==> src/rtl/regfile_sb.sv <==
// regfile_sb: multi-write register file with a per-register busy scoreboard.
// Two bypassed operand read ports, ALU and load write-back ports, one raw debug read port.
module regfile_sb #(
  parameter int unsigned  WIDTH    = 32,
  parameter int unsigned  DEPTH    = 32,
  parameter bit           ZERO_REG = 1'b1,
  parameter bit           BYPASS   = 1'b1,
  localparam int unsigned AW       = $clog2(DEPTH)
) (
  input  logic             clk,
  input  logic             rst,
  input  logic [AW-1:0]    ra0,
  input  logic [AW-1:0]    ra1,
  output logic [WIDTH-1:0] rd0,
  output logic [WIDTH-1:0] rd1,
  output logic             busy0,
  output logic             busy1,
  input  logic             we0,
  input  logic [AW-1:0]    wa0,
  input  logic [WIDTH-1:0] wd0,
  input  logic             we1,
  input  logic [AW-1:0]    wa1,
  input  logic [WIDTH-1:0] wd1,
  input  logic             iss,
  input  logic [AW-1:0]    iss_wa,
  input  logic             flush,
  input  logic [AW-1:0]    dbg_ra,
  output logic [WIDTH-1:0] dbg_rd
);

  logic [WIDTH-1:0]         r_mem [DEPTH];
  logic [DEPTH-1:0]         r_busy;
  logic [DEPTH-1:0]         w_busy_nxt;
  logic                     w_we0;
  logic                     w_we1;
  logic [1:0][AW-1:0]       w_ra;
  logic [1:0][WIDTH-1:0]    w_rd;
  logic [1:0]               w_busy;

  // Writes to the hard-wired zero register are dropped here, once for all consumers.
  assign w_we0 = we0 && !(ZERO_REG && (wa0 == '0));
  assign w_we1 = we1 && !(ZERO_REG && (wa1 == '0));

  // Storage; port 1 is assigned last so it wins an address collision.
  always_ff @(posedge clk) begin
    if (rst) begin
      for (int unsigned i = 0; i < DEPTH; i++) begin
        r_mem[i] <= '0;
      end
    end else begin
      if (w_we0) r_mem[wa0] <= wd0;
      if (w_we1) r_mem[wa1] <= wd1;
    end
  end

  // Scoreboard next state: later assignments carry higher priority.
  always_comb begin
    w_busy_nxt = r_busy;
    for (int unsigned i = 0; i < DEPTH; i++) begin
      if ((w_we0 && (wa0 == AW'(i))) || (w_we1 && (wa1 == AW'(i)))) begin
        w_busy_nxt[i] = 1'b0;
      end
      if (flush) begin
        w_busy_nxt[i] = 1'b0;
      end
      if (iss && (iss_wa == AW'(i)) && !(ZERO_REG && (i == 0))) begin
        w_busy_nxt[i] = 1'b1;
      end
    end
  end

  always_ff @(posedge clk) begin
    if (rst) begin
      r_busy <= '0;
    end else begin
      r_busy <= w_busy_nxt;
    end
  end

  assign w_ra = {ra1, ra0};

  // Per read port: zero-register override, then port 1 bypass, port 0 bypass, storage.
  for (genvar k = 0; k < 2; k++) begin : g_rd
    logic             w_zero;
    logic             w_hit0;
    logic             w_hit1;
    logic [WIDTH-1:0] w_data;

    assign w_zero = ZERO_REG && (w_ra[k] == '0);
    assign w_hit0 = BYPASS && we0 && (wa0 == w_ra[k]) && !w_zero;
    assign w_hit1 = BYPASS && we1 && (wa1 == w_ra[k]) && !w_zero;

    always_comb begin
      w_data = r_mem[w_ra[k]];
      if (w_zero) begin
        w_data = '0;
      end else if (w_hit1) begin
        w_data = wd1;
      end else if (w_hit0) begin
        w_data = wd0;
      end
    end

    assign w_rd[k]   = w_data;
    assign w_busy[k] = !w_zero && r_busy[w_ra[k]] && !w_hit0 && !w_hit1;
  end

  assign rd0    = w_rd[0];
  assign rd1    = w_rd[1];
  assign busy0  = w_busy[0];
  assign busy1  = w_busy[1];
  assign dbg_rd = r_mem[dbg_ra];

endmodule

==> config.mk <==
export PLATFORM = sky130hd
export DESIGN_NAME = regfile_sb
export DESIGN_NICKNAME = d
export VERILOG_FILES = /design/src/rtl/regfile_sb.sv
export SDC_FILE = /design/constraint.sdc
export NUM_CORES = 2
export LEC_CHECK = 0
export CORE_MARGIN = 2
export CORE_UTILIZATION = 35
export CTS_CLUSTER_SIZE = 8
export DETAILED_ROUTE_END_ITERATION = 8
export GPL_ROUTABILITY_DRIVEN = 0
export SYNTH_ARGS = -nofsm -noshare
export SYNTH_HDL_FRONTEND = slang
export SYNTH_SLANG_ARGS = --single-unit
export TNS_END_PERCENT = 10
==> constraint.sdc <==
create_clock -name clk -period 6.2 [get_ports clk]
set_clock_uncertainty 0.05 [all_clocks]
set_input_delay 1.24 -clock clk [delete_from_list [all_inputs] [get_ports clk]]
set_output_delay 1.24 -clock clk [all_outputs]
set_load 0.01 [all_outputs]
Yosys cells after proc, flatten, opt, wreduce, memory -nomap -nowiden
Memories as Yosys holds them, arrays and structs flattened.
Index checks and enable logic that the tools add are counted.
Storage, ports and cells
  memories: 1
  logic and storage cells: 433
  output and inout port bits: 98
  bits in writable memories: 1024
  input port bits: 100
  register bits: 31
Operators by class
  equality and inequality tests: 97
  $lt $le $gt $ge: 2
  multiplexer cells: 117
  reduce and logical (&&, ||, !) cells: 185
Memories
  r_mem: depth 32, bits a word 32, read ports 3, clocked after Yosys merged registers in 0, wr ports 32, RTL line 31  | logic [WIDTH-1:0] r_mem [DEPTH];
Operators with widths (count)
  32-bit 2-to-1 mux: 8
  5-bit equality test (second input constant): 48
  5-bit by 4-bit equality test with 1-bit output (second input constant): 24
  1-bit logical AND: 109
  1-bit 2-to-1 mux: 105
  3-bit nonzero test: 31
  32-bit OR reduction: 2
  5-bit by 3-bit equality test with 1-bit output (second input constant): 12
  1-bit logical OR: 31
  5-bit by 2-bit equality test with 1-bit output (second input constant): 6
  5-bit equality test: 4
  5-bit logical NOT: 4
  5-bit by 1-bit equality test with 1-bit output (second input constant): 3
  5-bit by 6-bit < comparator with 1-bit output (second input constant): 2
  1-bit binary-select mux with 5-bit select: 2
  5-bit 2-to-1 mux: 2
  1-bit logical NOT: 8

Longest topological paths before layout
  depth in word-level cells: 8
  gate-level depth with buffers: 10
  depth with buffers taken out: 5

Worst setup path after synthesis
OpenSTA, ideal clock, no wires.
  kind: input -> register
  start point: input port we0
  end point: register r_busy[1]
  required time: 5.902 ns
  buffers on the path: 1
  data arrival time: 4.404 ns
  stages: 5
  library setup time: 0.248 ns
  setup slack: 1.498 ns
  path through: buf_2 -> nor2b_1 -> nand2_1 -> o21ai_0 -> o21ai_0
On the way
  cells in the longest elaborated chain, start to end: 4
Ends and longest elaborated chain
  start: declaration: RTL line 18  | input logic we0,
  1-bit logical AND: RTL line 41  | assign w_we0 = we0 && !(ZERO_REG && (wa0 == '0));
  1-bit logical AND: RTL line 60  | if ((w_we0 && (wa0 == AW'(i))) || (w_we1 && (wa1 == AW'(i)))) begin
  1-bit logical OR: RTL line 60
  3-bit nonzero test (no source line)
  end signal: assignment: RTL line 76  | r_busy <= w_busy_nxt;
  end: declaration: RTL line 32  | logic [DEPTH-1:0] r_busy;
No other way between the ends.
A chain may end at the register's enable or synchronous reset.

Worst setup path in the final report
  start point: input port wa1[4]
  end point: output port rd0[24]
On the way
  cells in the longest elaborated chain, start to end: 5
Ends and longest elaborated chain
  start: declaration: RTL line 22  | input logic [AW-1:0] wa1,
  5-bit equality test: RTL line 91  | assign w_hit1 = BYPASS && we1 && (wa1 == w_ra[k]) && !w_zero;
  1-bit logical AND (2 in a row): RTL line 91
  32-bit 2-to-1 mux: RTL line 97  | end else if (w_hit1) begin
  32-bit 2-to-1 mux: RTL line 95  | if (w_zero) begin
  end: declaration: RTL line 14  | output logic [WIDTH-1:0] rd0,
No other way between the ends.

==> flow_summary_export.csv <==
group,metric,value,unit
logic_synthesis,ys_ff_latch,1055,
final_layout,fin_cells,7485,
logic_synthesis,syn_area,69990,µm²
timing,report.final.hold_viol_count,0,
floorplan,die_h,451.2,µm
final_layout,drive_above_1_share,33.30,%
logic_synthesis,synth_cell_types,68,
logic_synthesis,synthArstFlopShare,0,%
global_routing,antenna_found_initial,17,
timing,worst_slack,-0.01848,ns
run,max_cap_viol_count,1,
power,ir_worst_vdd,0.3497,mV
logic_synthesis,yosysWarnings,0,
floorplan,rows,164,
critical_path,path_class,"in -> out",
logic_synthesis,synthAdderAreaFrac,0,%
global_routing,overflow,0,
floorplan,die_w,451.2,µm
routing,vias,58471,
final_layout,nets,4876,
logic_synthesis,synthCells,4783,
floorplan,die-area,203600,µm²
clock_tree,cts_tree,"yes",
routing,drc,0,
routing,viasPerCell,7.812,
timing,fin_crit,6.218,ns
routing,drtAntennaViolNets,0,
place,place_inst,7273,
hold_path,hp-class,"reg -> reg",
floorplan,core_area,199200,µm²
logic_synthesis,synth-xor-area-share,0.2503,%
logic_synthesis,muxShareOfSynthArea,30.33,%
floorplan,ios,198,
place,dp_hpwl,209200,µm
logic_synthesis,ys_seq_area_share,44.82,%
outcome,violations,"capacitance limit, slew limit, setup timing",
power,powerDensity,253.3,nW/µm²
clock_tree,clk_pin_slew,0.04,ns
clock_tree,h-tree-depth,4,
routing,wl,355700,µm
timing,worst_pin_slew,1.586,ns
outcome,outcome,"finished, violations left",
critical_path,start_kind,"input pin",
power,design_power_total,20.40,mW
timing,final-setup-viol-count,1,
clock_tree,clkLatencyLatePin,0.83,ns
clock_tree,clk_path_buf_depth,3,
clock_tree,numCtsBuffers,151,
final_layout,multiInputGateArea,35940,µm²
global_routing,grt_use_total,34.00,%
logic_synthesis,synth-main-ff-cell,"edfxtp_1",
timing,clock.fmax,0.1608,GHz
critical_path,endpoint_kind,"primary output",
floorplan,initial_core_util,35.13,%
routing,wl_per_cell,47.53,µm
clock_tree,cts_sinks,1055,
global_routing,grt_start_max_net_pins,82,
logic_synthesis,yosys.area_share.simple,3.609,%
timing,relSlewSlack,-5.969,%
final_layout,regArea,31370,µm²
final_layout,synthToLayoutAreaGrowth,15.09,%
final_layout,post-route-util,40.42,%
final_layout,fillers,17985,
critical_path,worstPathMaxFanout,22,
routing,first_pass_iters,9,
global_routing,grt_pass1_vias,55341,
clock_tree,cts_root_buffer,"clkbuf_16",
timing,whs,0.4227,ns
timing,maxSlewViolCount,17,
critical_path,crit_required,4.91,ns
logic_synthesis,syn_area_per_cell,14.63,µm²
logic_synthesis,synth_compound_area_share,16.10,%
logic_synthesis,synth_top_family_by_area,"multiplexers",
logic_synthesis,synth_edf_count,1024,
place,portBuffers,197,
clock_tree,holdBufCountCts,0,
timing,rsz0062_at_grt,"false",
critical_path,r2r_slack,5.09,ns
routing,drt_iter0_markers,11711,
critical_path,arrival,4.93,ns
timing,finalCritPeriodShare,100.3,%
power,leakage,26.65,nW
global_routing,grt_pass1_wl,474800,µm
-- metal layers --
layer | share of wire, % | global-route usage [%] | vias to the layer above | wire length (µm)
li1 | - | - | 20446 | -
met1 | 32 | 40.34 | 29484 | 114600
met2 | 41 | 47.28 | 6731 | 146400
met3 | 17 | 15.72 | 1799 | 60180
met4 | 9.7 | 26.78 | 11 | 34350
met5 | 0.048 | 0.5682 | - | 171
-- final timing paths --
path,from,to,cells past startpoint
hold / removal,r_busy[18],r_busy[18],2
setup / recovery,wa1[4],rd0[24],10
hold reg to reg,r_busy[18],r_busy[18],2
setup reg to reg,r_busy[20],r_busy[20],2
-- timing repair --
| item | CTS | global route |
|---|---|---|
| gates resized for setup | 2 | 4 |
| buffers inserted | 6 | 0 |
| pin swaps | 3 | 0 |
| setup endpoints to repair | 4 | 10 |
| gates cloned | 0 | 0 |
-- Yosys cell counts, types with 19 or more instances --
library cell,count,area [µm²]
buf_4,60,450.4
mux2_2,95,1070
o221ai_1,31,271.5
buf_2,113,565.5
nor3_1,60,300.3
clkbuf_1,488,1832
a22o_1,1015,8890
dfxtp_1,31,620.6
nand4_1,34,212.7
o22ai_1,57,356.6
a211oi_1,19,142.6
o31ai_1,25,187.7
a22oi_1,24,180.2
a21oi_1,37,185.2
nor2_1,117,439.2
o21ai_0,21,105.1
edfxtp_1,1024,30750
nor2b_1,31,193.9
nor4_1,24,150.1
nand2b_1,32,200.2
inv_1,22,82.58
mux2i_1,169,1692
or3_1,28,175.2
mux4_2,820,18470
buf_1,92,345.3
nand2_1,91,341.6
-- sequential cells by signal, summed over array words and instances, names as in the netlist --
| register | flops |
|---|---|
| r_mem | 1024 |
| r_busy | 31 |
-- where the power goes --
group	switching, mW	internal, mW
clock network	3.35	4.44
registers	0.331	8.30
logic	2.28	1.71
total	5.96	14.4
-- cells in the final DEF (no fill, tap or decap), types with 16 or more instances in the layout --
| cell | instances |
|---|---|
| dfxtp_1 | 31 |
| o31ai_1 | 22 |
| clkdlybuf4s50_1 | 181 |
| nand4_1 | 34 |
| a22o_1 | 1015 |
| a221o_1 | 16 |
| a22oi_1 | 24 |
| buf_4 | 315 |
| inv_1 | 20 |
| diode_2 | 21 |
| clkbuf_16 | 154 |
| edfxtp_1 | 1024 |
| nor3_2 | 37 |
| conb_1 | 32 |
| o21ai_0 | 17 |
| mux2_2 | 95 |
| nand2_1 | 91 |
| buf_12 | 64 |
| nor2b_1 | 24 |
| nor2_1 | 100 |
| mux4_2 | 820 |
| a211oi_1 | 18 |
| mux2i_1 | 169 |
| nor3_1 | 24 |
| o221ai_1 | 31 |
| nand2b_1 | 21 |
| o22ai_1 | 57 |
| a21oi_1 | 37 |
-- area by class of cell --
| type | count | share of cell area, % |
|---|---|---|
| well taps | 2656 | 4.126 |
| clock buffers | 170 | 4.872 |
| clock inverters | 15 | 0.2625 |
| diodes | 21 | 0.06524 |
| inverters | 25 | 0.1165 |
| multi-input cells | 2969 | 44.62 |
| flip-flops and latches | 1055 | 38.95 |
| repair buffers | 574 | 6.989 |
-- worst max-delay path, cell delays in order --
cell and delay (ns):
clkdlybuf4s50_1 0.63, xor2_1 0.19, nor4_1 0.09, buf_4 0.16, a21boi_4 0.82, buf_6 0.37
o31ai_1 0.13, o21ai_1 0.48, buf_4 0.24, clkdlybuf4s50_1 0.54
-- logic make-up after synthesis --
group                  after synthesis
AND/OR/NAND/NOR                    490
buffers and inverters              790
XOR/XNOR                            20
multiplexers                      1084
AO/OA/AOI/OAI                     1343
other                                1
flip-flops                        1055
-- metrics by stage --
| step | setup WS (ns) | setup TNS, ns | area, µm² |
|---|---|---|---|
| global route | 0.01988 | 0 | 80500 |
| detailed placement | -0.1567 | -0.3148 | 76240 |
| global placement | -0.1744 | -0.3014 | 76220 |
| floorplan | 1.498 | 0 | 70100 |
| CTS | 0.01189 | 0 | 80480 |
| finish | -0.01848 | -0.01848 | 80540 |
Power figures use the tool's default switching activity.
